$ cat src/rtl/sram_arbiter_pkg.sv
// Shared types and defaults for the core/host SRAM arbiter.
package sram_arbiter_pkg;

   typedef enum logic [1:0] {
      ARB_C = 2'd0,
      ARB_H = 2'd1,
      HLOCK = 2'd2
   } arb_state_e;

   localparam int A_BITS        = 8;
   localparam int D_BITS        = 8;
   localparam int MAX_BURST_DEF = 4;

endpackage

$ cat src/rtl/sram_arbiter_if.sv
// Core, host and SRAM-side signals of the arbiter, grouped as one bus.
interface sram_arbiter_if #(
   parameter int AW = 8,
   parameter int DW = 8
);
   logic          c_req;
   logic          c_we;
   logic [AW-1:0] c_addr;
   logic [DW-1:0] c_wdata;
   logic          c_gnt;
   logic          c_stall;
   logic          c_rvalid;

   logic          h_req;
   logic          h_we;
   logic          h_lock;
   logic [AW-1:0] h_addr;
   logic [DW-1:0] h_wdata;
   logic          h_gnt;
   logic          h_rvalid;

   logic [DW-1:0] rdata;

   logic          mem_en;
   logic          mem_we;
   logic [AW-1:0] mem_addr;
   logic [DW-1:0] mem_wdata;
   logic [DW-1:0] mem_rdata;

   modport slave (
      input  c_req, c_we, c_addr, c_wdata,
      input  h_req, h_we, h_lock, h_addr, h_wdata,
      input  mem_rdata,
      output c_gnt, c_stall, c_rvalid,
      output h_gnt, h_rvalid, rdata,
      output mem_en, mem_we, mem_addr, mem_wdata
   );

   modport master (
      output c_req, c_we, c_addr, c_wdata,
      output h_req, h_we, h_lock, h_addr, h_wdata,
      output mem_rdata,
      input  c_gnt, c_stall, c_rvalid,
      input  h_gnt, h_rvalid, rdata,
      input  mem_en, mem_we, mem_addr, mem_wdata
   );
endinterface

$ cat src/rtl/sram_arbiter_rd_track.sv
// Registered read-return flags: one cycle after a read grant, rvalid rises.
module sram_arbiter_rd_track (
   input  logic clk_i,
   input  logic rst_n_i,
   input  logic c_rd_i,
   input  logic h_rd_i,
   output logic c_rvalid_o,
   output logic h_rvalid_o
);

   logic rd_c_q;
   logic rd_h_q;

   always_ff @(posedge clk_i or negedge rst_n_i) begin
      if (!rst_n_i) begin
         rd_c_q <= 1'b0;
         rd_h_q <= 1'b0;
      end else begin
         rd_c_q <= c_rd_i;
         rd_h_q <= h_rd_i;
      end
   end

   assign c_rvalid_o = rd_c_q;
   assign h_rvalid_o = rd_h_q;

endmodule

$ cat src/rtl/sram_arbiter.sv
// Two-port SRAM arbiter: core load/store path vs host/DMA, with bounded host lock.
//
//   state | meaning
//   ARB_C | core granted last; host wins contention
//   ARB_H | host granted last (unlocked) or reset; core wins contention
//   HLOCK | host owns the bus; core wins only after max_burst locked grants
module sram_arbiter
   import sram_arbiter_pkg::*;
#(
   parameter int ADDR_WIDTH = A_BITS,
   parameter int DATA_WIDTH = D_BITS,
   parameter int MAX_BURST  = MAX_BURST_DEF
) (
   input  logic           clk_i,
   input  logic           rst_n_i,
   sram_arbiter_if.slave  bus_if
);

   localparam int             BW       = $clog2(MAX_BURST + 1);
   localparam logic [BW-1:0]  BCNT_MAX = BW'(MAX_BURST);

   arb_state_e              state_q, state_d;
   logic [BW-1:0]           bcnt_q, bcnt_d;
   logic                    c_gnt;
   logic                    h_gnt;
   logic                    mem_we;
   logic [ADDR_WIDTH-1:0]   mem_addr;
   logic [DATA_WIDTH-1:0]   mem_wdata;

   always_ff @(posedge clk_i or negedge rst_n_i) begin
      if (!rst_n_i) begin
         state_q <= ARB_H;
         bcnt_q  <= '0;
      end else begin
         state_q <= state_d;
         bcnt_q  <= bcnt_d;
      end
   end

   // Grants are forced low while reset is asserted, not just held by state.
   always_comb begin
      c_gnt = 1'b0;
      h_gnt = 1'b0;
      if (rst_n_i) begin
         case (state_q)
            ARB_C: begin
               h_gnt = bus_if.h_req;
               c_gnt = bus_if.c_req & ~bus_if.h_req;
            end
            HLOCK: begin
               if (bus_if.c_req && (bcnt_q == BCNT_MAX)) begin
                  c_gnt = 1'b1;
               end else begin
                  h_gnt = bus_if.h_req;
                  c_gnt = bus_if.c_req & ~bus_if.h_req;
               end
            end
            default: begin
               c_gnt = bus_if.c_req;
               h_gnt = bus_if.h_req & ~bus_if.c_req;
            end
         endcase
      end
   end

   always_comb begin
      state_d = state_q;
      bcnt_d  = bcnt_q;
      if (c_gnt) begin
         state_d = ARB_C;
         bcnt_d  = '0;
      end else if (h_gnt) begin
         if (bus_if.h_lock) begin
            state_d = HLOCK;
            if (bcnt_q != BCNT_MAX) bcnt_d = bcnt_q + 1'b1;
         end else begin
            state_d = ARB_H;
            bcnt_d  = '0;
         end
      end
   end

   always_comb begin
      mem_we    = 1'b0;
      mem_addr  = '0;
      mem_wdata = '0;
      if (c_gnt) begin
         mem_we    = bus_if.c_we;
         mem_addr  = bus_if.c_addr;
         mem_wdata = bus_if.c_wdata;
      end else if (h_gnt) begin
         mem_we    = bus_if.h_we;
         mem_addr  = bus_if.h_addr;
         mem_wdata = bus_if.h_wdata;
      end
   end

   assign bus_if.c_gnt     = c_gnt;
   assign bus_if.h_gnt     = h_gnt;
   assign bus_if.c_stall   = bus_if.c_req & ~c_gnt;
   assign bus_if.mem_en    = c_gnt | h_gnt;
   assign bus_if.mem_we    = mem_we;
   assign bus_if.mem_addr  = mem_addr;
   assign bus_if.mem_wdata = mem_wdata;
   assign bus_if.rdata     = bus_if.mem_rdata;

   sram_arbiter_rd_track u_rd_track (
      .clk_i      (clk_i),
      .rst_n_i    (rst_n_i),
      .c_rd_i     (c_gnt & ~bus_if.c_we),
      .h_rd_i     (h_gnt & ~bus_if.h_we),
      .c_rvalid_o (bus_if.c_rvalid),
      .h_rvalid_o (bus_if.h_rvalid)
   );

endmodule

$ cat src/flat_wrapper.sv
// flat-port wrapper written by rule: the top's interface ports become plain ports
module sram_arbiter_flat import sram_arbiter_pkg::*;
#(
   parameter int ADDR_WIDTH = A_BITS,
   parameter int DATA_WIDTH = D_BITS,
   parameter int MAX_BURST  = MAX_BURST_DEF
)
  (clk_i, rst_n_i, bus_if_c_req, bus_if_c_we, bus_if_c_addr, bus_if_c_wdata, bus_if_h_req, bus_if_h_we, bus_if_h_lock, bus_if_h_addr, bus_if_h_wdata, bus_if_mem_rdata, bus_if_c_gnt, bus_if_c_stall, bus_if_c_rvalid, bus_if_h_gnt, bus_if_h_rvalid, bus_if_rdata, bus_if_mem_en, bus_if_mem_we, bus_if_mem_addr, bus_if_mem_wdata);
  sram_arbiter_if #(.AW(8), .DW(8)) bus_if_i ();
  input  logic clk_i;
  input  logic rst_n_i;
  input wire logic [$bits(bus_if_i.c_req)-1:0] bus_if_c_req;
  input wire logic [$bits(bus_if_i.c_we)-1:0] bus_if_c_we;
  input wire logic [$bits(bus_if_i.c_addr)-1:0] bus_if_c_addr;
  input wire logic [$bits(bus_if_i.c_wdata)-1:0] bus_if_c_wdata;
  input wire logic [$bits(bus_if_i.h_req)-1:0] bus_if_h_req;
  input wire logic [$bits(bus_if_i.h_we)-1:0] bus_if_h_we;
  input wire logic [$bits(bus_if_i.h_lock)-1:0] bus_if_h_lock;
  input wire logic [$bits(bus_if_i.h_addr)-1:0] bus_if_h_addr;
  input wire logic [$bits(bus_if_i.h_wdata)-1:0] bus_if_h_wdata;
  input wire logic [$bits(bus_if_i.mem_rdata)-1:0] bus_if_mem_rdata;
  output wire logic [$bits(bus_if_i.c_gnt)-1:0] bus_if_c_gnt;
  output wire logic [$bits(bus_if_i.c_stall)-1:0] bus_if_c_stall;
  output wire logic [$bits(bus_if_i.c_rvalid)-1:0] bus_if_c_rvalid;
  output wire logic [$bits(bus_if_i.h_gnt)-1:0] bus_if_h_gnt;
  output wire logic [$bits(bus_if_i.h_rvalid)-1:0] bus_if_h_rvalid;
  output wire logic [$bits(bus_if_i.rdata)-1:0] bus_if_rdata;
  output wire logic [$bits(bus_if_i.mem_en)-1:0] bus_if_mem_en;
  output wire logic [$bits(bus_if_i.mem_we)-1:0] bus_if_mem_we;
  output wire logic [$bits(bus_if_i.mem_addr)-1:0] bus_if_mem_addr;
  output wire logic [$bits(bus_if_i.mem_wdata)-1:0] bus_if_mem_wdata;
  assign bus_if_i.c_req = bus_if_c_req;
  assign bus_if_i.c_we = bus_if_c_we;
  assign bus_if_i.c_addr = bus_if_c_addr;
  assign bus_if_i.c_wdata = bus_if_c_wdata;
  assign bus_if_i.h_req = bus_if_h_req;
  assign bus_if_i.h_we = bus_if_h_we;
  assign bus_if_i.h_lock = bus_if_h_lock;
  assign bus_if_i.h_addr = bus_if_h_addr;
  assign bus_if_i.h_wdata = bus_if_h_wdata;
  assign bus_if_i.mem_rdata = bus_if_mem_rdata;
  assign bus_if_c_gnt = bus_if_i.c_gnt;
  assign bus_if_c_stall = bus_if_i.c_stall;
  assign bus_if_c_rvalid = bus_if_i.c_rvalid;
  assign bus_if_h_gnt = bus_if_i.h_gnt;
  assign bus_if_h_rvalid = bus_if_i.h_rvalid;
  assign bus_if_rdata = bus_if_i.rdata;
  assign bus_if_mem_en = bus_if_i.mem_en;
  assign bus_if_mem_we = bus_if_i.mem_we;
  assign bus_if_mem_addr = bus_if_i.mem_addr;
  assign bus_if_mem_wdata = bus_if_i.mem_wdata;
  sram_arbiter #(.ADDR_WIDTH(ADDR_WIDTH), .DATA_WIDTH(DATA_WIDTH), .MAX_BURST(MAX_BURST)) u_core (.clk_i(clk_i), .rst_n_i(rst_n_i), .bus_if(bus_if_i));
endmodule
$ cat config.mk
export PLATFORM = sky130hd
export DESIGN_NAME = sram_arbiter_flat
export DESIGN_NICKNAME = d
export VERILOG_FILES = /design/src/rtl/sram_arbiter_pkg.sv /design/src/rtl/sram_arbiter_if.sv /design/src/rtl/sram_arbiter_rd_track.sv /design/src/rtl/sram_arbiter.sv /design/src/flat_wrapper.sv
export SDC_FILE = /design/constraint.sdc
export NUM_CORES = 1
export LEC_CHECK = 0
export ABC_AREA = 1
export ABC_CLOCK_PERIOD_IN_PS = 1300
export BUFFER_PORTS_ARGS = -buffer_cell sky130_fd_sc_hd__clkbuf_2
export CORE_MARGIN = 2
export CORE_UTILIZATION = 35
export CTS_CLUSTER_SIZE = 28
export DETAILED_ROUTE_END_ITERATION = 10
export PLACE_DENSITY = 0.83
export SLEW_MARGIN = 30
export SYNTH_ARGS = -nofsm -noshare
export SYNTH_HDL_FRONTEND = slang
export SYNTH_SLANG_ARGS = --single-unit
$ cat constraint.sdc
create_clock -name clk_i -period 1.3 [get_ports clk_i]
set_input_delay 0 -clock clk_i [delete_from_list [all_inputs] [get_ports clk_i]]
set_output_delay 0 -clock clk_i [all_outputs]
set_load 0.05 [all_outputs]
# Yosys cells after proc, flatten, opt, wreduce, memory -nomap -nowiden
# Index checks and enable logic that the tools add are counted.
# totals
out_inout_bits	31
elab_cells	43
reg_bits	7
in_bits	47
# classes
n_reduce_logical	4
bitwise_logic	11
n_addsub	1
n_eq_ne	4
muxes	19
# op_table
op	n
2-to-1 mux 8 bit	4
2-to-1 mux 3 bit	4
2-to-1 mux 1 bit	6
2-to-1 mux 2 bit	3
AND 1 bit	5
NOT 1 bit	5
case mux 1 bit (2 select lines)	2
adder 3 x 1 -> 3 bit, second input constant	1
equality test 3 bit, second input constant	1
inequality test 3 x 1 -> 1 bit, second input constant	1
inequality test 3 bit, second input constant	1
equality test 2 bit, second input constant	1
logical NOT 2 bit	1
AND reduction 2 bit	1
nonzero test 2 bit	1
logical AND 1 bit	1
bitwise OR 1 bit	1

# Logic depth before layout (Yosys ltp)
# Gate-level depths: netlist (run 1).
# logic_depth
depth_word	7
ltp_mapped	9
depth_no_buf	9

# By module
# Synthesis (run 1) repeated with hierarchy kept, for this count alone.
# hier_totals
cells_unflattened	112
hier_area_um2	699.4
# by_module_without_submodules
mod	n_inst	area_per_inst_um2	cells_per_inst	seq_area_each_um2
sram_arbiter	1	649.4	110	126.4
sram_arbiter_rd_track	1	50.0	2	50.0

# Least setup slack after synthesis (run 1)
# OpenSTA, ideal clock, no wires.
# synth_timing
path_kind	reg2out
start	reg u_core.bcnt_q[0]
end	out bus_if_c_stall
path_stages_with_launch	9
required_time_ns	1.300
path_buffers	1
t_arrival_ns	1.729
path_slack_ns	-0.429
cell_sequence	dfrtp_1 inv_1 ha_1 nand3_2 nand2_2 nand2_4 inv_6 buf_12 nor2_1
# synth_via
elab_chain_cells	7
# synth_lines
item	line_no	rtl
start: declaration	sram_arbiter.sv:23	logic [BW-1:0] bcnt_q, bcnt_d;
start signal: assignment	sram_arbiter.sv:36	bcnt_q <= bcnt_d;
equality test 3 bit	sram_arbiter.sv:51	if (bus_if.c_req && (bcnt_q == BCNT_MAX)) begin
logical AND 1 bit	sram_arbiter.sv:51	
2-to-1 mux 1 bit	sram_arbiter.sv:51	
case mux 1 bit (2 select lines)	sram_arbiter.sv:45	case (state_q)
2-to-1 mux 1 bit	sram_arbiter.sv:44	if (rst_n_i) begin
via bus_if_c_gnt	flat_wrapper.sv:22	output wire logic [$bits(bus_if_i.c_gnt)-1:0] bus_if_c_gnt;
NOT 1 bit	sram_arbiter.sv:100	assign bus_if.c_stall = bus_if.c_req & ~c_gnt;
AND 1 bit	sram_arbiter.sv:100	
end: declaration	flat_wrapper.sv:23	output wire logic [$bits(bus_if_i.c_stall)-1:0] bus_if_c_stall;
# The timed path passes the listed nets, and every way through them passes these cells.

# Worst setup path after layout (run 1)
# layout_timing
start	reg u_core.bcnt_q[1]
end	out bus_if_mem_wdata[0]
# layout_via
elab_chain_cells	7
word_cells_on_any_way	10
classes_between	eq/ne (1); mux (8); reduce/logical (1)
# layout_lines
item	line_no	rtl
equality test 3 bit *	sram_arbiter.sv:51	
logical AND 1 bit *	sram_arbiter.sv:51	
2-to-1 mux 1 bit	sram_arbiter.sv:51	
case mux 1 bit (2 select lines)	sram_arbiter.sv:45	
2-to-1 mux 1 bit	sram_arbiter.sv:44	
2-to-1 mux 8 bit	sram_arbiter.sv:91	end else if (h_gnt) begin
2-to-1 mux 8 bit *	sram_arbiter.sv:87	if (c_gnt) begin
end: declaration	flat_wrapper.sv:31	output wire logic [$bits(bus_if_i.mem_wdata)-1:0] bus_if_mem_wdata;
# Every way passes the cells marked *; elsewhere a longest branch is shown, timed or not.

==> key figures, run 1 <==
Outcome
  • Status: complete, but fails checks
  • Failing checks: setup timing

Timing
  • Minimum clock period: 1790 ps
  • Slew at the pin with the worst max-slew slack: 441 ps
  • Fmax achieved: 559 MHz
  • Final slew viol count: 0
  • RSZ-0062 raised after global routing: yes
  • Setup violators final: 25
  • Clk_skew: 10.6 ps
  • Tcrit/Tclk final: 138%
  • Hold Vio Cnt, Final: 0
  • Setup TNS: -9090 ps
  • Fin worst setup slack: -489 ps
  • Slew headroom: 70.6%

Floorplan
  • Die Height: 50.8 µm
  • Starting Density: 37.9%
  • Io pins: 78
  • Placement Rows: 16
  • Area of the die: 0.00258 mm²
  • Core ar.: 0.00202 mm²
  • Die Wd: 50.8 µm

Synthesis
  • Main area contributors after synthesis: nand2_1, dfrtp_1, nand3_1, buf_4, inv_1
  • Area leader, netlist: nand2_1
  • Synthesized area: 766 µm²
  • #FFs+latches synth: 7
  • Most frequent cells after synthesis: nand2_1, nand3_1, inv_1
  • Async set-or-reset flop fraction in the synthesized netlist: 100%
  • Number of flops mapped to enable cells by yosys: 0
  • Yosys cell types: 21
  • Top cell type's share of synthesized area: 23.0%
  • Syn Inst Count: 124
  • Post-synthesis sequential area ratio: 23.0%
  • Average cell area after synthesis: 6.18 µm²
  • Syn Nets: 173
  • Count leader, synth: nand2_1
  • Predominant post-synthesis flop cell: dfrtp_1
  • Ys Warns: 0

Final layout
  • Sequential cell area: 176 µm²
  • Area of the multi-input gates: 703 µm²
  • P&R area growth vs syn: 142%
  • Fill cells: 76
  • Final core utilization: 91.6%
  • Fraction of layout cells with a size suffix above 1: 70.1%
  • Final instance area: 0.00185 mm²
  • Antenna Cells: 0
  • Total Nets Final: 244
  • Finished Layout Cells: 221

CTS
  • Clock Sinks: 7
  • Worst skew pair latency: 270 ps
  • CTS tree: done
  • Worst-path clk slew: 50 ps
  • Clock Path Buffers: 2
  • CTS Buf Count: 3
  • CTS H-Tree Depth: 1
  • CTS root buffer: clkbuf_4

Critical path
  • Critical path class: reg2out
  • R2R Path End: u_core.bcnt_q[0]
  • WP data required: 1300 ps
  • Startpoint types: register
  • Worst path arrival time: 1790 ps
  • Critical R2R Launch: u_core.bcnt_q[1]
  • CP max FO: 8
  • R2R cell count: 10
  • R2R Setup Slk: -150 ps
  • Endpoint class of the critical path: output port

Hold path
  • Hold crit path type: in2out
  • Hold Path End: bus_if_rdata[3]
  • Hold Startpoint: bus_if_mem_rdata[3]
  • Hold Crit Depth: 0

Global routing
  • Antenna violations before repair: 0
  • GRT overflow: 0
  • Largest net degree at the start of global routing: 19
  • First-pass GRT wire length: 6130 µm
  • GRT Util Overall: 32.4%
  • Vias in the first global route: 1,239

Place
  • Cell Area, Placed: 0.00122 mm²
  • DP HPWL: 1990 µm
  • IO buf count: 61
  • Routability Congestion: 0.848
  • Placed cell count: 209

Routing
  • Routed vias/inst: 5.39
  • # DRC: 0
  • Detail Route Antenna Nets: 0
  • Drt wl/cell: 19.4 µm
  • Via count: 1,192
  • Initial DRC count: 29
  • Final wirelength: 4300 µm
  • Pre-antenna DRT Iters: 4

Pwr
  • Total power: 1.38 mW
  • Total power density per cell area: 747 mW/mm²
  • Worst IR Drop VDD: 797 µV
  • Leak: 0.917 nW

Job
  • MaxCap Viol Count: 0
flip-flops by register name (all words and copies together) (netlist names):
signal	flops
u_core.bcnt_q	3
u_core.state_q	2
u_core.u_rd_track.c_rvalid_o	1
u_core.u_rd_track.h_rvalid_o	1
worst max-delay path: stages, from the launching register on:
cell	delay (ps)
dfrtp_1	360
inv_2	60
ha_4	170
nand3_4	100
inv_4	50
o21ai_4	250
buf_16	180
nand3_2	110
nand2_4	90
clkbuf_16	160
worst max path at each step:
stage | from | end | slack, ps | cells past startpoint
global route | u_core.bcnt_q[1] | bus_if_mem_wdata[0] | -550 | 9
CTS | u_core.bcnt_q[0] | bus_if_mem_wdata[1] | -410 | 9
global placement | u_core.bcnt_q[1] | bus_if_mem_wdata[6] | -150 | 9
detailed placement | u_core.bcnt_q[0] | bus_if_mem_wdata[5] | -220 | 9
finish | u_core.bcnt_q[1] | bus_if_mem_wdata[0] | -490 | 9
floorplan | u_core.bcnt_q[0] | bus_if_mem_addr[1] | -80 | 8
power by group:
group          total, mW  switching, mW  leakage [nW]  internal, mW
logic              0.910          0.503         0.812         0.407
clock network      0.211         0.0935        0.0150         0.118
registers          0.263         0.0184        0.0903         0.244
total               1.38          0.615         0.917         0.769
metrics by stage:
step,hold WS [ps],setup slack (ps)
5_1_grt,0.0766,-552
2_1_floorplan,-296,-77.0
3_5_place_dp,-173,-222
3_3_place_gp,-177,-149
4_1_cts,0.341,-406
6_report,0.0220,-489
what timing repair did:
| item | 4_1_cts | 5_1_grt |
|---|---|---|
| hold buffers | 3 | 0 |
| resized for setup | 87 | 18 |
| hold endpoints to repair | 9 | 0 |
| pin swaps | 10 | 10 |
| gates cloned | 3 | 0 |
| buffers inserted | 1 | 2 |
| setup endpoints to repair | 24 | 26 |
kinds of logic (layout without fill, tap and decap cells):
kind of cell	count (synthesis)	after routing	synth area share, %
compound gates	4	4	4.41
fa+ha+maj	2	2	3.27
buf+inv	29	99	22.2
flops	7	7	23.0
simple gates	82	82	47.1
metal layers:
metal / global-route usage (%) / routed length [µm] / up-vias
met1: 32.1 / 1460 / 566
met2: 59.4 / 2250 / 81
met5: 0 / 0 / -
met4: 19.4 / 243 / 0
met3: 8.93 / 339 / 24
li1: - / - / 521
cells in the final DEF, fill, tap and decap left out, types with 2 or more instances in the layout:
cell type / Yosys / routed
nor2_1: 8 / 7
dfrtp_1: 6 / 6
buf_4: 8 / 7
inv_8: 0 / 3
nand3_4: 0 / 5
dlygate4sd3_1: 0 / 3
nand4_1: 3 / 3
clkbuf_4: 0 / 3
inv_1: 13 / 10
nand3_2: 1 / 14
buf_6: 1 / 2
clkbuf_2: 0 / 41
clkbuf_16: 0 / 14
inv_2: 2 / 3
nand2_1: 47 / 22
nand2_2: 3 / 15
o21ai_1: 0 / 2
nand2_4: 1 / 13
buf_8: 0 / 7
area by class of cell:
cell class,count,area share [%]
clock buffers,4,1.42
inverters,17,4.19
multi-input cells,88,37.9
flip-flops and latches,7,9.52
well taps,27,1.82
repair buffers,76,43.9
repair inverters,2,1.22
Power figures use the tool's default switching activity.
==> run 2, diff against run 1 <==
--- a/config.mk
+++ b/config.mk
@@ -9,11 +9,12 @@
 export ABC_CLOCK_PERIOD_IN_PS = 1300
 export BUFFER_PORTS_ARGS = -buffer_cell sky130_fd_sc_hd__clkbuf_2
 export CORE_MARGIN = 2
-export CORE_UTILIZATION = 35
+export CORE_UTILIZATION = 33
 export CTS_CLUSTER_SIZE = 28
 export DETAILED_ROUTE_END_ITERATION = 10
-export PLACE_DENSITY = 0.83
+export PLACE_DENSITY = 0.82
 export SLEW_MARGIN = 30
 export SYNTH_ARGS = -nofsm -noshare
 export SYNTH_HDL_FRONTEND = slang
+export SYNTH_HIERARCHICAL = 1
 export SYNTH_SLANG_ARGS = --single-unit
==> run 2 against run 1 <==
The run still ends with setup timing left; sequential power barely moved; synthesized cell count fell by 9.7%; cell area fell by 13%; routed wire length fell by 11%; worst hold slack barely moved; via count fell by 8.3%; register-to-register slack got worse by 230 ps; global-route usage fell by 8.5 points; clock skew rose by 5.9 ps; sequential share of layout area rose by 1.5 points; largest cell class unchanged.
==> key figures, run 2 <==
Pwr
  • Clk network pwr share: 16.9% (was 15.3%)
  • Net Sw Frac: 44.4% (about the same)
  • Flop pwr share: 20.1% (was 19.0%)
  • Total internal power: 725 µW (was 769 µW)
  • Total power density per cell area: 812 mW/mm² (was 747 mW/mm²)
  • Sw Pwr: 579 µW (was 615 µW)
  • Worst IR Drop VDD: 654 µV (was 797 µV)
  • Leak: 0.853 nW (was 0.917 nW)
  • Combinational power share: 63.0% (was 65.7%)

Final layout
  • Most common cell after layout, fill and taps aside: clkbuf_2 (unchanged)
  • P&R area growth vs syn: 130% (was 142%)
  • Most flops, register: u_core/bcnt_q (was u_core.bcnt_q)
  • Commonest cells after routing, fill and taps aside: clkbuf_2, nand2_1, nand2_2 (unchanged)
  • Fraction of layout cells with a size suffix above 1: 66.1% (was 70.1%)
  • Final instance area: 0.00161 mm² (was 0.00185 mm²)
  • Total Nets Final: 236 (was 244)
  • Antenna Cells: 0 (unchanged)
  • Largest regs: u_core/bcnt_q (3), u_core/state_q (2) (was u_core.bcnt_q (3), u_core.state_q (2))
  • Max FFs per register: 3 (unchanged)

Synthesis
  • Number of flops mapped to enable cells by yosys: 0 (unchanged)
  • Top cell type's share of synthesized area: 32.7% (was 23.0%)
  • Post-synthesis sequential area ratio: 25.2% (was 23.0%)
  • Main area contributors after synthesis: nand2_1, dfrtp_1, buf_4, dfstp_2, ha_1 (was nand2_1, dfrtp_1, nand3_1, buf_4, inv_1)
  • Synthesized area: 699 µm² (was 766 µm²)
  • Predominant post-synthesis flop cell: dfrtp_1 (unchanged)
  • Average cell area after synthesis: 6.24 µm² (was 6.18 µm²)
  • Most frequent cells after synthesis: nand2_1, buf_4, dfrtp_1, inv_1, nor2_1 (was nand2_1, nand3_1, inv_1)
  • Ys Warns: 6 (was 0)
  • Yosys cell types: 20 (was 21)
  • Syn Nets: 161 (was 173)
  • #FFs+latches synth: 7 (unchanged)
  • Area leader, netlist: nand2_1 (unchanged)
  • Count leader, synth: nand2_1 (unchanged)
  • Async set-or-reset flop fraction in the synthesized netlist: 100% (unchanged)
  • Syn Inst Count: 112 (was 124)

CTS
  • CTS H-Tree Depth: 1 (unchanged)
  • CTS root buffer: clkbuf_4 (unchanged)
  • Clock Sinks: 7 (unchanged)
  • CTS tree: done (unchanged)
  • Worst-path clk slew: 50 ps (about the same)
  • Clock Path Buffers: 2 (unchanged)
  • Worst skew pair latency: 270 ps (about the same)
  • CTS Buf Count: 3 (unchanged)

Routing
  • Final wirelength: 3810 µm (was 4300 µm)
  • # DRC: 0 (unchanged)
  • Initial DRC count: 43 (was 29)
  • Routed vias/inst: 5.13 (was 5.39)
  • Drt wl/cell: 17.9 µm (was 19.4 µm)
  • Detail Route Antenna Nets: 0 (unchanged)
  • Pre-antenna DRT Iters: 4 (unchanged)
  • Via count: 1,093 (was 1,192)

Place
  • DP HPWL: 1790 µm (was 1990 µm)
  • Routability Congestion: 0.716 (was 0.848)
  • Cell Area, Placed: 0.00120 mm² (was 0.00122 mm²)
  • IO buf count: 61 (unchanged)

Hold path
  • Hold Crit Depth: 0 (unchanged)
  • Hold Path End: bus_if_rdata[2] (was bus_if_rdata[3])
  • Hold crit path type: in2out (unchanged)
  • Hold Startpoint: bus_if_mem_rdata[2] (was bus_if_mem_rdata[3])

Critical path
  • R2R cell count: 11 (was 10)
  • R2R Path End: u_core/bcnt_q[1] (was u_core.bcnt_q[0])
  • R2R Setup Slk: -380 ps (was -150 ps)
  • WP data required: 1300 ps (about the same)
  • Startpoint types: register (unchanged)
  • Worst path arrival time: 1810 ps (was 1790 ps)
  • Critical path class: reg2out (unchanged)
  • CP max FO: 3 (was 8)
  • Endpoint class of the critical path: output port (unchanged)
  • Critical R2R Launch: u_core/bcnt_q[0] (was u_core.bcnt_q[1])

Floorplan
  • Placement Rows: 16 (unchanged)
  • Die Wd: 50.0 µm (was 50.8 µm)
  • Area of the die: 0.00250 mm² (was 0.00258 mm²)
  • Io pins: 78 (unchanged)
  • Die Height: 50.0 µm (was 50.8 µm)
  • Starting Density: 35.3% (was 37.9%)
  • Core ar.: 0.00198 mm² (was 0.00202 mm²)

Timing
  • RSZ-0062 raised after global routing: yes (unchanged)
  • Fin worst setup slack: -506 ps (was -489 ps)
  • Minimum clock period: 1810 ps (was 1790 ps)
  • Final slew viol count: 0 (unchanged)
  • Fmax achieved: 554 MHz (was 559 MHz)
  • Setup TNS: -11,040 ps (was -9090 ps)
  • Setup violators final: 28 (was 25)
  • Slew at the pin with the worst max-slew slack: 382 ps (was 441 ps)
  • Tcrit/Tclk final: 139% (was 138%)
  • Clk_skew: 16.5 ps (was 10.6 ps)
  • Slew headroom: 74.5% (was 70.6%)
  • Hold Vio Cnt, Final: 0 (unchanged)

Job
  • MaxCap Viol Count: 0 (unchanged)

Global routing
  • First-pass GRT wire length: 4470 µm (was 6130 µm)
  • Antenna violations before repair: 0 (unchanged)
  • Vias in the first global route: 1,005 (was 1,239)
  • GRT Util Overall: 23.9% (was 32.4%)
  • Largest net degree at the start of global routing: 19 (unchanged)
  • GRT overflow: 0 (unchanged)

Outcome
  • Status: complete, but fails checks (unchanged)
  • Failing checks: setup timing (unchanged)
-- run 2: cell types whose count changed after synthesis, sizes merged --
cell / previous run / this run
nor2: 8 / 5
a21oi: 0 / 3
or2: 0 / 2
nand3: 20 / 4
nand4: 3 / 2
buf: 12 / 11
o21ai: 3 / 2
nand2: 51 / 65
clkinv: 1 / 0
inv: 16 / 8
-- run 2: worst max-delay path by stage --
stage / startpoint / end / slack (ps) / depth (start not counted)
6_report: u_core/bcnt_q[0] / bus_if_mem_we / -510 / 9
5_1_grt: u_core/state_q[0] / bus_if_mem_addr[6] / -570 / 9
4_1_cts: u_core/bcnt_q[0] / bus_if_mem_wdata[0] / -410 / 9
3_5_place_dp: u_core/bcnt_q[0] / bus_if_mem_wdata[0] / -300 / 9
3_3_place_gp: u_core/bcnt_q[0] / bus_if_mem_wdata[0] / -240 / 9
2_1_floorplan: u_core/bcnt_q[0] / bus_if_mem_we / -190 / 6
-- run 2: worst max-delay path, stage by stage (launching register included) --
cell and delay (ps):
dfrtp_1 400, inv_2 90, ha_4 150, nand3_4 100
o21ai_4 180, nand2_4 120, buf_6 150, nor2_4 140
a21oi_4 50, buf_8 150
-- run 2: through the flow --
step,total power [mW],worst slack (ps),hold WS [ps],utilization (%),cells
floorplan,0.695,-192,-296,-,112
global placement,0.831,-244,-45.7,60.7,202
detailed placement,0.844,-301,-35.8,60.7,202
CTS,1.20,-414,0.370,76.3,210
global route,1.37,-568,0.0718,81.1,213
finish,1.30,-506,0.0161,81.1,213
-- run 2: timing repair --
action                                 in CTS  in global routing
pin swaps                                   4                  3
resized for setup                          51                 24
buffers inserted                            2                  3
setup endpoints to repair                  27                 28
endpoints found under the hold margin       8                  0
hold buffers                                2                  0
-- run 2: cells by family after synthesis --
kind of cell / share of synthesized area (%)
adder cells (fa/ha/maj): 3.58
AO/OA/AOI/OAI: 5.72
flip-flops: 25.2
buffers and inverters: 18.6
AND/OR/NAND/NOR: 46.9
-- run 2: final cells by class --
class,count,area (µm²)
repair buffers,81,758
multi-input cells,86,564
fillers,104,375
flip-flops and latches,7,176
inverters,8,47.5
well taps,27,33.8
clock buffers,4,26.3
-- run 2: power by group through the flow --
stage | Combinational [mW] | Clock, mW | Sequential (mW)
6_report | 0.821 | 0.220 | 0.263
5_1_grt | 0.852 | 0.249 | 0.265
4_1_cts | 0.723 | 0.213 | 0.260
3_5_place_dp | 0.585 | 0 | 0.259
3_3_place_gp | 0.573 | 0 | 0.259
2_1_floorplan | 0.426 | 0 | 0.269
-- run 2: per-layer routing --
layer  vias up  share of wire, %  GRT usage (%)
met5         -                 0              0
met4         0               4.9           6.94
met3        29                10           8.48
met2        97                52           46.5
met1       484                32           22.9
li1        483                 -              -
==> run 3, diff against run 2 <==
--- a/config.mk
+++ b/config.mk
@@ -8,11 +8,13 @@
 export ABC_AREA = 1
 export ABC_CLOCK_PERIOD_IN_PS = 1300
 export BUFFER_PORTS_ARGS = -buffer_cell sky130_fd_sc_hd__clkbuf_2
+export CAP_MARGIN = 15
 export CORE_MARGIN = 2
 export CORE_UTILIZATION = 33
 export CTS_CLUSTER_SIZE = 28
 export DETAILED_ROUTE_END_ITERATION = 10
 export PLACE_DENSITY = 0.82
+export REMOVE_ABC_BUFFERS = 1
 export SLEW_MARGIN = 30
 export SYNTH_ARGS = -nofsm -noshare
 export SYNTH_HDL_FRONTEND = slang
==> run 3 against run 2 <==
The flow still finishes with violations (setup timing); first-iteration DRC count up 14%; combinational power down 6.3%; sequential cell count unchanged; die area unchanged; worst setup slack better by 58 ps; critical path type unchanged; largest cell class unchanged.
==> key figures, run 3 (synthesis gave the netlist of run 2 again) <==
Global routing
  • Vias in the first global route: 994 (was 1,005)
  • GRT Util Overall: 23.0% (was 23.9%)
  • First-pass GRT wire length: 4330 µm (was 4470 µm)
  • Largest net degree at the start of global routing: 17 (was 19)
  • Antenna violations before repair: 0 (unchanged)
  • GRT overflow: 0 (unchanged)

Floorplan
  • Die Height: 50.0 µm (unchanged)
  • Die Wd: 50.0 µm (unchanged)
  • Placement Rows: 16 (unchanged)
  • Area of the die: 0.00250 mm² (unchanged)
  • Io pins: 78 (unchanged)
  • Starting Density: 35.3% (unchanged)
  • Core ar.: 0.00198 mm² (unchanged)

Timing
  • Clk_skew: 1.95 ps (was 16.5 ps)
  • Fmax achieved: 572 MHz (was 554 MHz)
  • Setup TNS: -9910 ps (was -11,040 ps)
  • RSZ-0062 raised after global routing: yes (unchanged)
  • Slew at the pin with the worst max-slew slack: 345 ps (was 382 ps)
  • Hold Vio Cnt, Final: 0 (unchanged)
  • Final slew viol count: 0 (unchanged)
  • Setup violators final: 27 (was 28)
  • Tcrit/Tclk final: 135% (was 139%)
  • Minimum clock period: 1750 ps (was 1810 ps)
  • Slew headroom: 76.9% (was 74.5%)
  • Fin worst setup slack: -449 ps (was -506 ps)

Routing
  • # DRC: 0 (unchanged)
  • Drt wl/cell: 15.3 µm (was 17.9 µm)
  • Initial DRC count: 49 (was 43)
  • Via count: 1,035 (was 1,093)
  • Final wirelength: 3240 µm (was 3810 µm)
  • Detail Route Antenna Nets: 0 (unchanged)
  • Pre-antenna DRT Iters: 4 (unchanged)
  • Routed vias/inst: 4.88 (was 5.13)

Place
  • DP HPWL: 1700 µm (was 1790 µm)
  • IO buf count: 61 (unchanged)
  • Routability Congestion: 0.755 (was 0.716)
  • Placed cell count: 199 (was 202)

Pwr
  • Worst IR Drop VDD: 645 µV (was 654 µV)
  • Total power: 1.24 mW (was 1.30 mW)
  • Total power density per cell area: 809 mW/mm² (was 812 mW/mm²)
  • Leak: 0.864 nW (was 0.853 nW)

Critical path
  • Crit-path cells: inv_2 -> ha_4 -> nand3_4 -> o21ai_4 -> nand2_4 -> inv_8 -> nand2_2 -> nand2_2 -> buf_8 (was inv_2 -> ha_4 -> nand3_4 -> o21ai_4 -> nand2_4 -> buf_6 -> nor2_4 -> a21oi_4 -> buf_8)
  • R2R Setup Slk: -290 ps (was -380 ps)
  • WP data required: 1300 ps (about the same)
  • Startpoint types: register (unchanged)
  • Crit-path most repeated cell: nand2_2
  • Crit-path slowest cell: dfrtp_1 (unchanged)
  • Crit-path max cell delay: 380 ps (was 400 ps)
  • Worst path arrival time: 1750 ps (was 1810 ps)
  • Critical path class: reg2out (unchanged)
  • CP max FO: 5 (was 3)
  • Endpoint class of the critical path: output port (unchanged)
  • Worst path bufs/invs: 3 (unchanged)
  • CP delay by family, top: flip-flops (unchanged)

Final layout
  • Finished Layout Cells: 212 (was 213)
  • P&R area growth vs syn: 119% (was 130%)
  • Most common cell after layout, fill and taps aside: clkbuf_2 (unchanged)
  • Max FFs per register: 3 (unchanged)
  • Fill cells: 123 (was 104)
  • Most flops, register: u_core/bcnt_q (unchanged)
  • Final core utilization: 77.3% (was 81.1%)
  • Commonest cells after routing, fill and taps aside: clkbuf_2, nand2_1, nand2_2 (unchanged)
  • Fraction of layout cells with a size suffix above 1: 69.7% (was 66.1%)
  • Total Nets Final: 235 (was 236)
  • Largest regs: u_core/bcnt_q (3), u_core/state_q (2) (unchanged)
  • Antenna Cells: 0 (unchanged)

CTS
  • Clock Sinks: 7 (unchanged)
  • Worst skew pair latency: 260 ps (was 270 ps)
  • CTS tree: done (unchanged)
  • CTS root buffer: clkbuf_4 (unchanged)
  • CTS H-Tree Depth: 1 (unchanged)
  • Clock Path Buffers: 2 (unchanged)
  • Worst-path clk slew: 60 ps (was 50 ps)
  • CTS Buf Count: 3 (unchanged)

Outcome
  • Failing checks: setup timing (unchanged)
  • Status: complete, but fails checks (unchanged)

Job
  • MaxCap Viol Count: 0 (unchanged)

Hold path
  • Hold crit path type: in2out (unchanged)
run 3: changes by cell type in the layout (fill, tap and decap cells not counted), moves of 2 or more:
cell | before | now
inv_4 | 0 | 2
nand2_2 | 17 | 22
clkbuf_16 | 5 | 2
nand2_1 | 37 | 33
buf_6 | 6 | 1
buf_8 | 8 | 13
run 3: worst paths after layout:
check                           cells past startpoint                 end           startpoint
worst max register to register                     10    u_core/bcnt_q[2]     u_core/bcnt_q[0]
worst min register to register                      3    u_core/bcnt_q[1]     u_core/bcnt_q[1]
worst min-delay path                                0     bus_if_rdata[0]  bus_if_mem_rdata[0]
min in group asynchronous                           3    u_core/bcnt_q[2]              rst_n_i
worst max-delay path                                9  bus_if_mem_addr[0]     u_core/bcnt_q[0]
max in group asynchronous                           3   u_core/state_q[0]              rst_n_i
run 3: layout make-up:
type                    count  area [µm²]  area share [%]
clock inverters             1        5.00           0.327
flip-flops and latches      7         176            11.5
inverters                   8        37.5            2.45
multi-input cells          87         568            37.1
well taps                  27        33.8            2.20
clock buffers               3        22.5            1.47
repair inverters            3        21.3            1.39
repair buffers             76         668            43.6
run 3: worst reg2reg max path, cell delays in order, from the launching register on:
cell and delay, ps:
dfrtp_1 380, inv_2 80, ha_4 150, nand3_4 80
o21ai_4 210, buf_4 160, nand2_4 80, nand2_4 100
nand2_1 100, nand2_1 90, nand2_1 60
run 3: metal layers:
metal / up-vias / track usage (%) / wire [µm] / share of wire [%]
met5: - / 0 / 0 / 0
met4: 0 / 13.9 / 127 / 3.9
met3: 16 / 6.06 / 189 / 5.8
met2: 65 / 41.4 / 1760 / 54
met1: 468 / 23.1 / 1160 / 36
li1: 486 / - / - / -
run 3: report_power, final:
| group | internal (mW) | total [mW] | switching [mW] |
|---|---|---|---|
| clock network | 0.113 | 0.211 | 0.0973 |
| logic | 0.330 | 0.769 | 0.439 |
| registers | 0.244 | 0.261 | 0.0169 |
| total | 0.687 | 1.24 | 0.553 |
run 3: metrics by stage:
step	setup slack, ps	instance area (µm²)	hold WS [ps]
finish	-449	1530	0.353
global route	-530	1530	0.321
CTS	-404	1410	0.547
detailed placement	-265	1060	-47.2
global placement	-218	1060	-52.0
floorplan	-695	604	-296
run 3: repair_timing:
action / CTS / global route
gates resized for setup: 60 / 47
endpoints found under the hold margin: 8 / 0
hold buffers: 2 / 0
pin swaps: 7 / 10
setup buffers: 2 / 1
setup endpoints to repair: 27 / 27
gates cloned: 4 / 0
